### config.mk
export PLATFORM = sky130hd
export DESIGN_NAME = mc_controller_hs
export DESIGN_NICKNAME = d
export VERILOG_FILES = /design/src/rtl/mc_controller_hs.sv
export SDC_FILE = /design/constraint.sdc
export NUM_CORES = 1
export LEC_CHECK = 0
export BUFFER_PORTS_ARGS = -buffer_cell sky130_fd_sc_hd__buf_2
export CORE_MARGIN = 8
export CORE_UTILIZATION = 58
export CTS_CLUSTER_SIZE = 8
export DETAILED_ROUTE_END_ITERATION = 8
export PLACE_DENSITY = 0.85
export SLEW_MARGIN = 20
export SYNTH_ARGS = -nofsm -noshare
export SYNTH_HDL_FRONTEND = slang
export SYNTH_SLANG_ARGS = --single-unit
### constraint.sdc
create_clock -name clk -period 5.7 [get_ports clk]
set_input_delay 1.14 -clock clk [delete_from_list [all_inputs] [get_ports clk]]
set_output_delay 1.14 -clock clk [all_outputs]
set_load 0.03 [all_outputs]
### src/rtl/mc_controller_hs.sv
// Multi-cycle RV32 control FSM with a valid/ready memory handshake,
// illegal-opcode trap, bus-timeout error and retired-instruction counter.
module mc_controller_hs #(
  parameter int unsigned MAX_WAIT = 255,
  parameter int unsigned CNT_W    = 32,
  parameter int unsigned EN_JALR  = 1
) (
  input  logic             clk,
  input  logic             reset,
  input  logic [6:0]       op,
  input  logic             mem_ready,
  output logic             mem_req,
  output logic [1:0]       ALUSrcA,
  output logic [1:0]       ALUSrcB,
  output logic [1:0]       ResultSrc,
  output logic             AdrSrc,
  output logic             IRWrite,
  output logic             RegWrite,
  output logic             MemWrite,
  output logic [1:0]       aluOP,
  output logic             Branch,
  output logic             PCUpdate,
  output logic             retire,
  output logic [CNT_W-1:0] instret,
  output logic             illegal_op,
  output logic             bus_err,
  output logic [3:0]       state_o
);

  localparam int unsigned WAIT_W = (MAX_WAIT > 1) ? $clog2(MAX_WAIT) : 1;

  localparam logic [6:0] OP_LW   = 7'b0000011;
  localparam logic [6:0] OP_SW   = 7'b0100011;
  localparam logic [6:0] OP_R    = 7'b0110011;
  localparam logic [6:0] OP_I    = 7'b0010011;
  localparam logic [6:0] OP_JAL  = 7'b1101111;
  localparam logic [6:0] OP_BEQ  = 7'b1100011;
  localparam logic [6:0] OP_LUI  = 7'b0110111;
  localparam logic [6:0] OP_JALR = 7'b1100111;

  typedef enum logic [3:0] {
    FETCH    = 4'd0,  DECODE = 4'd1,  MEMADR = 4'd2,  MEMREAD  = 4'd3,
    MEMWB    = 4'd4,  MEMWRITE = 4'd5, EXECR = 4'd6,  EXECI    = 4'd7,
    ALUWB    = 4'd8,  BEQ    = 4'd9,  JAL    = 4'd10, LUI      = 4'd11,
    JALR_ADR = 4'd12, TRAP   = 4'd13, BUSERR = 4'd14
  } state_t;

  state_t            state, next_state;
  logic [WAIT_W-1:0] wait_cnt, wait_cnt_next;
  logic              mem_access;
  logic              timeout;

  assign state_o    = state;
  assign mem_access = (state == FETCH) || (state == MEMREAD) || (state == MEMWRITE);
  // A ready in the final wait cycle takes priority over the timeout.
  assign timeout    = (MAX_WAIT != 0) && mem_access && !mem_ready &&
                      (wait_cnt == WAIT_W'(MAX_WAIT - 1));

  // Next-state and wait counter.
  always_comb begin
    next_state    = FETCH;
    wait_cnt_next = '0;
    case (state)
      FETCH:    next_state = mem_ready ? DECODE : (timeout ? BUSERR : FETCH);
      DECODE: begin
        case (op)
          OP_LW, OP_SW: next_state = MEMADR;
          OP_R:         next_state = EXECR;
          OP_I:         next_state = EXECI;
          OP_JAL:       next_state = JAL;
          OP_BEQ:       next_state = BEQ;
          OP_LUI:       next_state = LUI;
          OP_JALR:      next_state = (EN_JALR != 0) ? JALR_ADR : TRAP;
          default:      next_state = TRAP;
        endcase
      end
      MEMADR:   next_state = (op == OP_LW) ? MEMREAD : MEMWRITE;
      MEMREAD:  next_state = mem_ready ? MEMWB : (timeout ? BUSERR : MEMREAD);
      MEMWRITE: next_state = mem_ready ? FETCH : (timeout ? BUSERR : MEMWRITE);
      MEMWB, ALUWB, BEQ:        next_state = FETCH;
      EXECR, EXECI, JAL, LUI:   next_state = ALUWB;
      JALR_ADR: next_state = JAL;
      TRAP:     next_state = TRAP;
      BUSERR:   next_state = BUSERR;
      default:  next_state = FETCH;
    endcase
    // Counts only while the same access keeps waiting; any move clears it.
    if ((MAX_WAIT != 0) && mem_access && !mem_ready && (next_state == state))
      wait_cnt_next = wait_cnt + WAIT_W'(1);
  end

  // Moore decode plus handshake-gated strobes.
  always_comb begin
    mem_req   = 1'b0;
    ALUSrcA   = 2'b00;
    ALUSrcB   = 2'b00;
    ResultSrc = 2'b00;
    AdrSrc    = 1'b0;
    IRWrite   = 1'b0;
    RegWrite  = 1'b0;
    MemWrite  = 1'b0;
    aluOP     = 2'b00;
    Branch    = 1'b0;
    PCUpdate  = 1'b0;
    retire    = 1'b0;
    case (state)
      FETCH: begin
        mem_req = 1'b1; ALUSrcB = 2'b10; ResultSrc = 2'b10;
        IRWrite = mem_ready; PCUpdate = mem_ready;
      end
      DECODE:           begin ALUSrcA = 2'b01; ALUSrcB = 2'b01; end
      MEMADR, JALR_ADR: begin ALUSrcA = 2'b10; ALUSrcB = 2'b01; end
      MEMREAD:          begin AdrSrc = 1'b1; mem_req = 1'b1; end
      MEMWRITE:         begin AdrSrc = 1'b1; mem_req = 1'b1; MemWrite = 1'b1; end
      MEMWB:            begin ResultSrc = 2'b01; RegWrite = 1'b1; end
      ALUWB:            RegWrite = 1'b1;
      EXECR:            begin ALUSrcA = 2'b10; aluOP = 2'b10; end
      EXECI:            begin ALUSrcA = 2'b10; ALUSrcB = 2'b01; aluOP = 2'b10; end
      BEQ:              begin ALUSrcA = 2'b10; aluOP = 2'b01; Branch = 1'b1; end
      JAL:              begin ALUSrcA = 2'b01; ALUSrcB = 2'b10; PCUpdate = 1'b1; end
      LUI:              begin ALUSrcB = 2'b01; aluOP = 2'b11; end
      default: ;
    endcase
    if ((next_state == FETCH) &&
        ((state == ALUWB) || (state == MEMWB) || (state == BEQ) || (state == MEMWRITE)))
      retire = 1'b1;
    if (reset) begin
      mem_req  = 1'b0;
      IRWrite  = 1'b0;
      PCUpdate = 1'b0;
      RegWrite = 1'b0;
      MemWrite = 1'b0;
      Branch   = 1'b0;
      retire   = 1'b0;
    end
  end

  // State, counters and sticky flags.
  always_ff @(posedge clk or posedge reset) begin
    if (reset) begin
      state      <= FETCH;
      wait_cnt   <= '0;
      instret    <= '0;
      illegal_op <= 1'b0;
      bus_err    <= 1'b0;
    end else begin
      state    <= next_state;
      wait_cnt <= wait_cnt_next;
      if (retire)               instret    <= instret + CNT_W'(1);
      if (next_state == TRAP)   illegal_op <= 1'b1;
      if (next_state == BUSERR) bus_err    <= 1'b1;
    end
  end

endmodule

==> results.py, run 1 <==
metrics = {
    "outcome": {
        "status": "finished clean",
    },
    "synthesis": {
        "ys_warn_count": 0,
        "ys_ff_latch": 46,
        "synth_area_leader_cell": "dfrtp_1",
        "synth_most_common_cell": "dfrtp_1",
        "synth-async-reset-ratio_pct": 100,
        "yosys-top-cells-area": "dfrtp_1 (42%), xor2_1 (6.7%), xnor2_1 (6.4%)",
        "netlist_area_mm2": 0.00273,
        "syn_avg_cell_area_um2": 9.33,
        "ys_types": 55,
        "ys.flop_type": "dfrtp_1",
        "netlist.area_leader.share_pct": 42.1,
        "syn_nets": 306,
        "synth_common_cells": "dfrtp_1 (46), nor2_1 (29), nand2_1 (25), xor2_1 (21), xnor2_1 (20)",
        "synth-edff-count": 0,
        "ys_seq_area_share_pct": 42.1,
        "syn_inst": 293,
    },
    "grt": {
        "first_global_vias": 2340,
        "grt_pass1_wl_um": 10600,
        "grt_overflow": 0,
        "grt_usage_pct": 17.7,
        "antenna_found_initial": 0,
        "grt_max_degree": 47,
    },
    "sta": {
        "tightest_slew_ns": 0.847,
        "finalSetupViolCount": 0,
        "finalHoldViolations": 0,
        "clock-skew-final_ns": 0.00783,
        "slew_viol_final": 0,
        "finalCritPeriodShare_pct": 67.2,
        "post-route-worst-setup-slack_ns": 1.87,
        "period_needed_ns": 3.83,
        "relSlewSlack_pct": 43.5,
        "rsz0062_at_grt": "false",
        "fmax_mhz": 261,
        "finalSetupTns_ns": 0,
    },
    "layout": {
        "final_nets": 359,
        "antenna_cells": 0,
        "final_layout_size_suffix_gt1_share_pct": 23.3,
        "area.growth.synth_to_final_pct": 14.5,
        "final_cells": 401,
    },
    "die": {
        "dieArea_mm2": 0.00717,
        "core-area_mm2": 0.00463,
        "ios": 64,
        "die_width_um": 84.7,
        "rows": 25,
        "initial_core_util_pct": 59.1,
        "die_h_um": 84.7,
    },
    "setup_path": {
        "cp.arrival_ns": 2.69,
        "cp.required_ns": 4.56,
        "crit_fanout": 10,
        "crit_type": "in -> out",
        "start_kind": "input pin",
        "crit_path_end_kind": "primary output",
    },
    "place": {
        "dp_hpwl_um": 4440,
        "pre_cts_slack_ns": 1.87,
        "gp_congestion": 0.833,
        "io_buffer_count": 63,
        "place_inst": 393,
    },
    "clock_tree": {
        "numCtsBuffers": 5,
        "clock-sinks": 46,
        "cts_hold_buffers": 0,
        "tritoncts": "yes",
        "clk_path_buf_depth": 2,
        "clk_pin_slew_worst_paths_ns": 0.08,
        "cts-resized-gates": 0,
        "insertion_delay_ns": 0.30,
        "htreeDepth": 2,
        "cts_setup_buffers": 0,
        "root_buffer": "clkbuf_8",
    },
    "power": {
        "power_mw": 1.25,
        "leakage_nw": 1.57,
        "powerDensity_mw_per_mm2": 400,
        "max-vdd-ir-drop_v": 0.000258,
    },
    "route": {
        "antenna_left": 0,
        "routed_via_density": 5.79,
        "post-route-drc-count": 0,
        "wl_um": 6130,
        "dr.pass1.iters": 4,
        "drtIter0Drc": 147,
        "wl_per_cell_um": 15.3,
        "dr_total_vias": 2321,
    },
    "hold_path": {
        "hp-class": "reg -> reg",
    },
    "run": {
        "drv_cap": 0,
    },
}
cell usage in the layout, fill, tap and decap left out, types with 2 or more instances in the layout:
cell type,netlist,routed
and3_1,8,8
nor2_1,29,29
buf_2,8,63
and4b_1,2,2
dfrtp_1,46,46
nor3b_1,2,2
and2b_1,2,2
nor4_1,6,6
a211o_1,2,2
and3b_1,2,2
nor3_1,11,11
nand3_1,14,14
o22ai_1,3,3
nand4_1,14,14
and4_1,5,5
a41o_1,2,2
nand2_1,25,25
nor2b_1,3,3
ha_1,3,3
o21a_1,2,2
clkbuf_8,0,5
a211oi_1,5,5
nand2b_1,6,6
and2_1,3,3
or3_1,3,3
clkbuf_1,6,2
xor2_1,21,21
xnor2_1,20,20
a21oi_1,4,4
inv_1,10,9
layer usage:
metal  GRT usage (%)  share of wire (%)  vias to the layer above  wire, µm
met5               0                  0                        -         0
met4            6.31                1.2                        0        74
met3            4.98                5.6                        9       346
met2            30.5                 49                       56      3020
met1            20.4                 44                     1123      2690
li1                -                  -                     1133         -
worst paths after layout:
kind	slack (ns)	to	startpoint	depth (start not counted)
worst min register to register	0.48	instret[31]	instret[31]	1
worst max register to register	2.64	instret[31]	state_o[1]	6
min in group asynchronous	1.07	wait_cnt[7]	reset	3
max in group asynchronous	4.24	instret[12]	reset	3
worst max-delay path	1.87	retire	mem_ready	7
worst min-delay path	0.48	instret[31]	instret[31]	1
worst max-delay path, cell delays in order:
cell and delay [ns]:
buf_2 0.15, and4bb_2 0.23, o21a_1 0.18, a211oi_1 0.34
and3_4 0.27, and2_4 0.16, buf_2 0.20
final cells by class:
class | count | area, µm²
inverter | 10 | 37.5
clock inverter | 1 | 30.0
timing repair buffer | 64 | 323
tap | 54 | 67.6
multi-input combinational | 219 | 1450
sequential | 46 | 1150
clock buffer | 7 | 76.3
fill | 388 | 1500
state kept, by name (all words and copies together), names as in the netlist:
name        flops
state_o         4
illegal_op      1
bus_err         1
instret        32
wait_cnt        8
through the flow:
step                area, µm²  hold WS (ns)  util, %
floorplan                2730         0.475        -
global placement         3020         0.467     65.3
detailed placement       3020         0.465     65.3
CTS                      3130         0.479     67.6
global route             3130         0.505     67.6
finish                   3130         0.479     67.6
logic make-up after synthesis:
group	synth area share, %
mux	0.961
fa+ha+maj	1.37
simple gates	30.4
flops	42.1
xor+xnor	13.1
buf+inv	5.03
compound gates	6.96
power by group:
part / total (mW) / internal [mW] / switching [mW] / leakage [nW]
logic: 0.547 / 0.201 / 0.346 / 0.901
registers: 0.471 / 0.367 / 0.104 / 0.614
clock network: 0.235 / 0.131 / 0.104 / 0.0524
Power figures use the tool's default switching activity.
==> inputs of run 2 (changes only) <==
--- a/config.mk
+++ b/config.mk
@@ -5,12 +5,13 @@
 export SDC_FILE = /design/constraint.sdc
 export NUM_CORES = 1
 export LEC_CHECK = 0
+export ABC_AREA = 1
 export BUFFER_PORTS_ARGS = -buffer_cell sky130_fd_sc_hd__buf_2
 export CORE_MARGIN = 8
-export CORE_UTILIZATION = 58
+export CORE_UTILIZATION = 56
 export CTS_CLUSTER_SIZE = 8
 export DETAILED_ROUTE_END_ITERATION = 8
-export PLACE_DENSITY = 0.85
+export PLACE_DENSITY = 0.81
 export SLEW_MARGIN = 20
 export SYNTH_ARGS = -nofsm -noshare
 export SYNTH_HDL_FRONTEND = slang
==> constraint.sdc (replaced) <==
create_clock -name clk -period 3.64 [get_ports clk]
set_input_delay 0.728 -clock clk [delete_from_list [all_inputs] [get_ports clk]]
set_output_delay 0.728 -clock clk [all_outputs]
set_load 0.03 [all_outputs]
==> run 2 against run 1 <==
- worst setup slack got worse by 1.1 ns
- sequential cell count unchanged
- non-clock buffer count increased by 2
- clock power increased by 41%
- synthesized area increased by 17%
- clock skew increased by 0.0019 ns
- sequential power increased by 32%
- critical endpoint unchanged
- largest power group unchanged
==> results.py, run 2 <==
metrics = {
    "clock_tree": {
        "cts-resized-gates": 0,
        "insertion_delay_ns": 0.30,
        "cts_setup_buffers": 0,
        "clk_path_buf_depth": 2,
        "htreeDepth": 2,
        "numCtsBuffers": 5,
        "clk_pin_slew_worst_paths_ns": 0.09,
        "cts_hold_buffers": 0,
        "root_buffer": "clkbuf_8",
        "clock-sinks": 46,
        "tritoncts": "yes",
    },
    "sta": {
        "finalSetupViolCount": 0,
        "slew_viol_final": 0,
        "rsz0062_at_grt": "false",
        "finalHoldViolations": 0,
        "fmax_mhz": 353,
        "tightest_slew_ns": 0.629,
        "relSlewSlack_pct": 58.0,
        "finalCritPeriodShare_pct": 77.8,
        "finalSetupTns_ns": 0,
        "period_needed_ns": 2.83,
        "clock-skew-final_ns": 0.00971,
    },
    "route": {
        "post-route-drc-count": 0,
        "drtIter0Drc": 276,
        "antenna_left": 0,
        "wl_um": 8010,
        "routed_via_density": 5.43,
        "dr.pass1.iters": 7,
        "dr_total_vias": 3361,
        "wl_per_cell_um": 12.9,
    },
    "setup_path": {
        "r2r-start": "wait_cnt[0]",
        "cp.arrival_ns": 2.10,
        "crit_fanout": 7,
        "cp.required_ns": 2.91,
        "crit_start": "wait_cnt[0]",
        "crit_path_end_kind": "primary output",
        "start_kind": "flop",
        "crit_type": "reg -> out",
    },
    "power": {
        "powerDensity_mw_per_mm2": 569,
        "leakage_nw": 1.91,
        "max-vdd-ir-drop_v": 0.000460,
    },
    "synthesis": {
        "synth_top_family_by_area": "simple AND/OR/NAND/NOR gates",
        "synth_common_cells": "nand2_1 (147), nor2_1 (66), inv_1 (56), nand3_1 (50), dfrtp_1 (46)",
        "yosys.area_share.simple_pct": 47.1,
        "ys_types": 28,
        "netlist.area_leader.share_pct": 36.1,
        "synth_adder_area_share_pct": 1.18,
        "syn_nets": 500,
        "synth-edff-count": 0,
        "synthMuxAreaShare_pct": 0,
        "synth_most_common_cell": "nand2_1",
        "ys.flop_type": "dfrtp_1",
        "ys_seq_area_share_pct": 36.1,
        "synthXorXnorAreaFrac_pct": 2.19,
        "ys_ff_latch": 46,
        "synth_area_leader_cell": "dfrtp_1",
        "syn_avg_cell_area_um2": 6.56,
        "netlist_area_mm2": 0.00319,
        "syn_inst": 487,
        "synth-async-reset-ratio_pct": 100,
        "yosys-top-cells-area": "dfrtp_1 (36%), nand2_1 (17%), nand4_1 (8.6%)",
        "ys_warn_count": 0,
        "synth_compound_area_share_pct": 2.78,
    },
    "outcome": {
        "status": "finished clean",
    },
    "layout": {
        "final_util_pct": 65.8,
        "final_common_cell": "nand2_1",
        "final_layout_size_suffix_gt1_share_pct": 17.4,
        "multi_input_area_mm2": 0.00170,
        "antenna_cells": 0,
        "nFillCells": 508,
        "seq_area_mm2": 0.00115,
        "mostFrequentLayoutCells": "nand2_1 (147), nor2_1 (66), buf_2 (63)",
        "fin_area_mm2": 0.00362,
        "largest_register_ffs": 32,
        "final_nets": 559,
        "top_register": "instret",
        "area.growth.synth_to_final_pct": 13.5,
    },
    "hold_path": {
        "worstHoldStart": "wait_cnt[0]",
        "hp-class": "reg -> reg",
    },
    "place": {
        "gp_congestion": 0.943,
        "place_area_mm2": 0.00353,
        "io_buffer_count": 63,
        "dp_hpwl_um": 5870,
    },
    "die": {
        "die_h_um": 91.5,
        "dieArea_mm2": 0.00837,
        "die_width_um": 91.5,
        "rows": 27,
        "ios": 64,
        "initial_core_util_pct": 58.0,
        "core-area_mm2": 0.00551,
    },
    "grt": {
        "grt_usage_pct": 18.7,
        "first_global_vias": 3093,
        "antenna_found_initial": 0,
        "grt_overflow": 0,
        "grt_pass1_wl_um": 13600,
        "grt_max_degree": 59,
    },
    "run": {
        "drv_cap": 0,
    },
}
## run 2: changes by cell type after synthesis, moves of 18 or more
cell / change
nand2_1: +122
nand3_1: +36
xnor2_1: -18
nand4_1: +30
nor2_1: +37
inv_1: +46
## run 2: kinds of logic after synthesis
family	after synthesis
simple gates	335
compound gates	15
buf+inv	80
xor+xnor	8
flops	46
fa+ha+maj	3
## run 2: worst paths after layout
kind / slack (ns) / depth (start not counted) / end
max: 0.81 / 11 / retire
min: 0.49 / 1 / wait_cnt[0]
max reg2reg: 1.40 / 12 / instret[22]
min reg2reg: 0.49 / 1 / wait_cnt[0]
max in group asynchronous: 2.39 / 3 / instret[24]
min in group asynchronous: 0.83 / 3 / instret[2]
## run 2: critical path, cell delays in order, from the launching register on
cell and delay [ns]:
dfrtp_1 0.41, inv_1 0.07, ha_1 0.14, nand3_1 0.07, nor2_1 0.30, a21oi_2 0.13
nand2_1 0.07, nand2_1 0.08, nor2_4 0.12, nand3_2 0.14, inv_2 0.09, buf_2 0.19
## run 2: metal layers
| layer | vias up | GRT usage [%] | part of all wire (%) |
|---|---|---|---|
| li1 | 1694 | - | - |
| met1 | 1546 | 24.6 | 46 |
| met2 | 112 | 30.3 | 46 |
| met3 | 9 | 3.79 | 7.1 |
| met4 | 0 | 5.05 | 0.89 |
| met5 | - | 0 | 0 |
## run 2: power breakdown
group	internal, mW	switching, mW	leakage [nW]
Combinational	0.256	0.850	1.23
Sequential	0.559	0.0650	0.630
Clock	0.153	0.179	0.0472
## run 2: stage by stage
stage | power (mW) | hold slack (ns) | std cells | setup WS (ns)
finish | 2.06 | 0.486 | 619 | 0.808
global route | 2.19 | 0.521 | 619 | 0.643
CTS | 2.06 | 0.491 | 619 | 0.796
detailed placement | 1.73 | 0.479 | 611 | 0.881
global placement | 1.71 | 0.475 | 611 | 0.936
floorplan | 1.55 | 0.455 | 487 | 0.131
## run 2: final cells by class
| cell class | instances | share of cell area [%] |
|---|---|---|
| multi-input cells | 361 | 47.0 |
| repair buffers | 66 | 9.32 |
| flip-flops and latches | 46 | 31.8 |
| inverters | 66 | 6.84 |
| well taps | 72 | 2.49 |
| clock buffers | 6 | 2.28 |
| clock inverters | 2 | 0.345 |
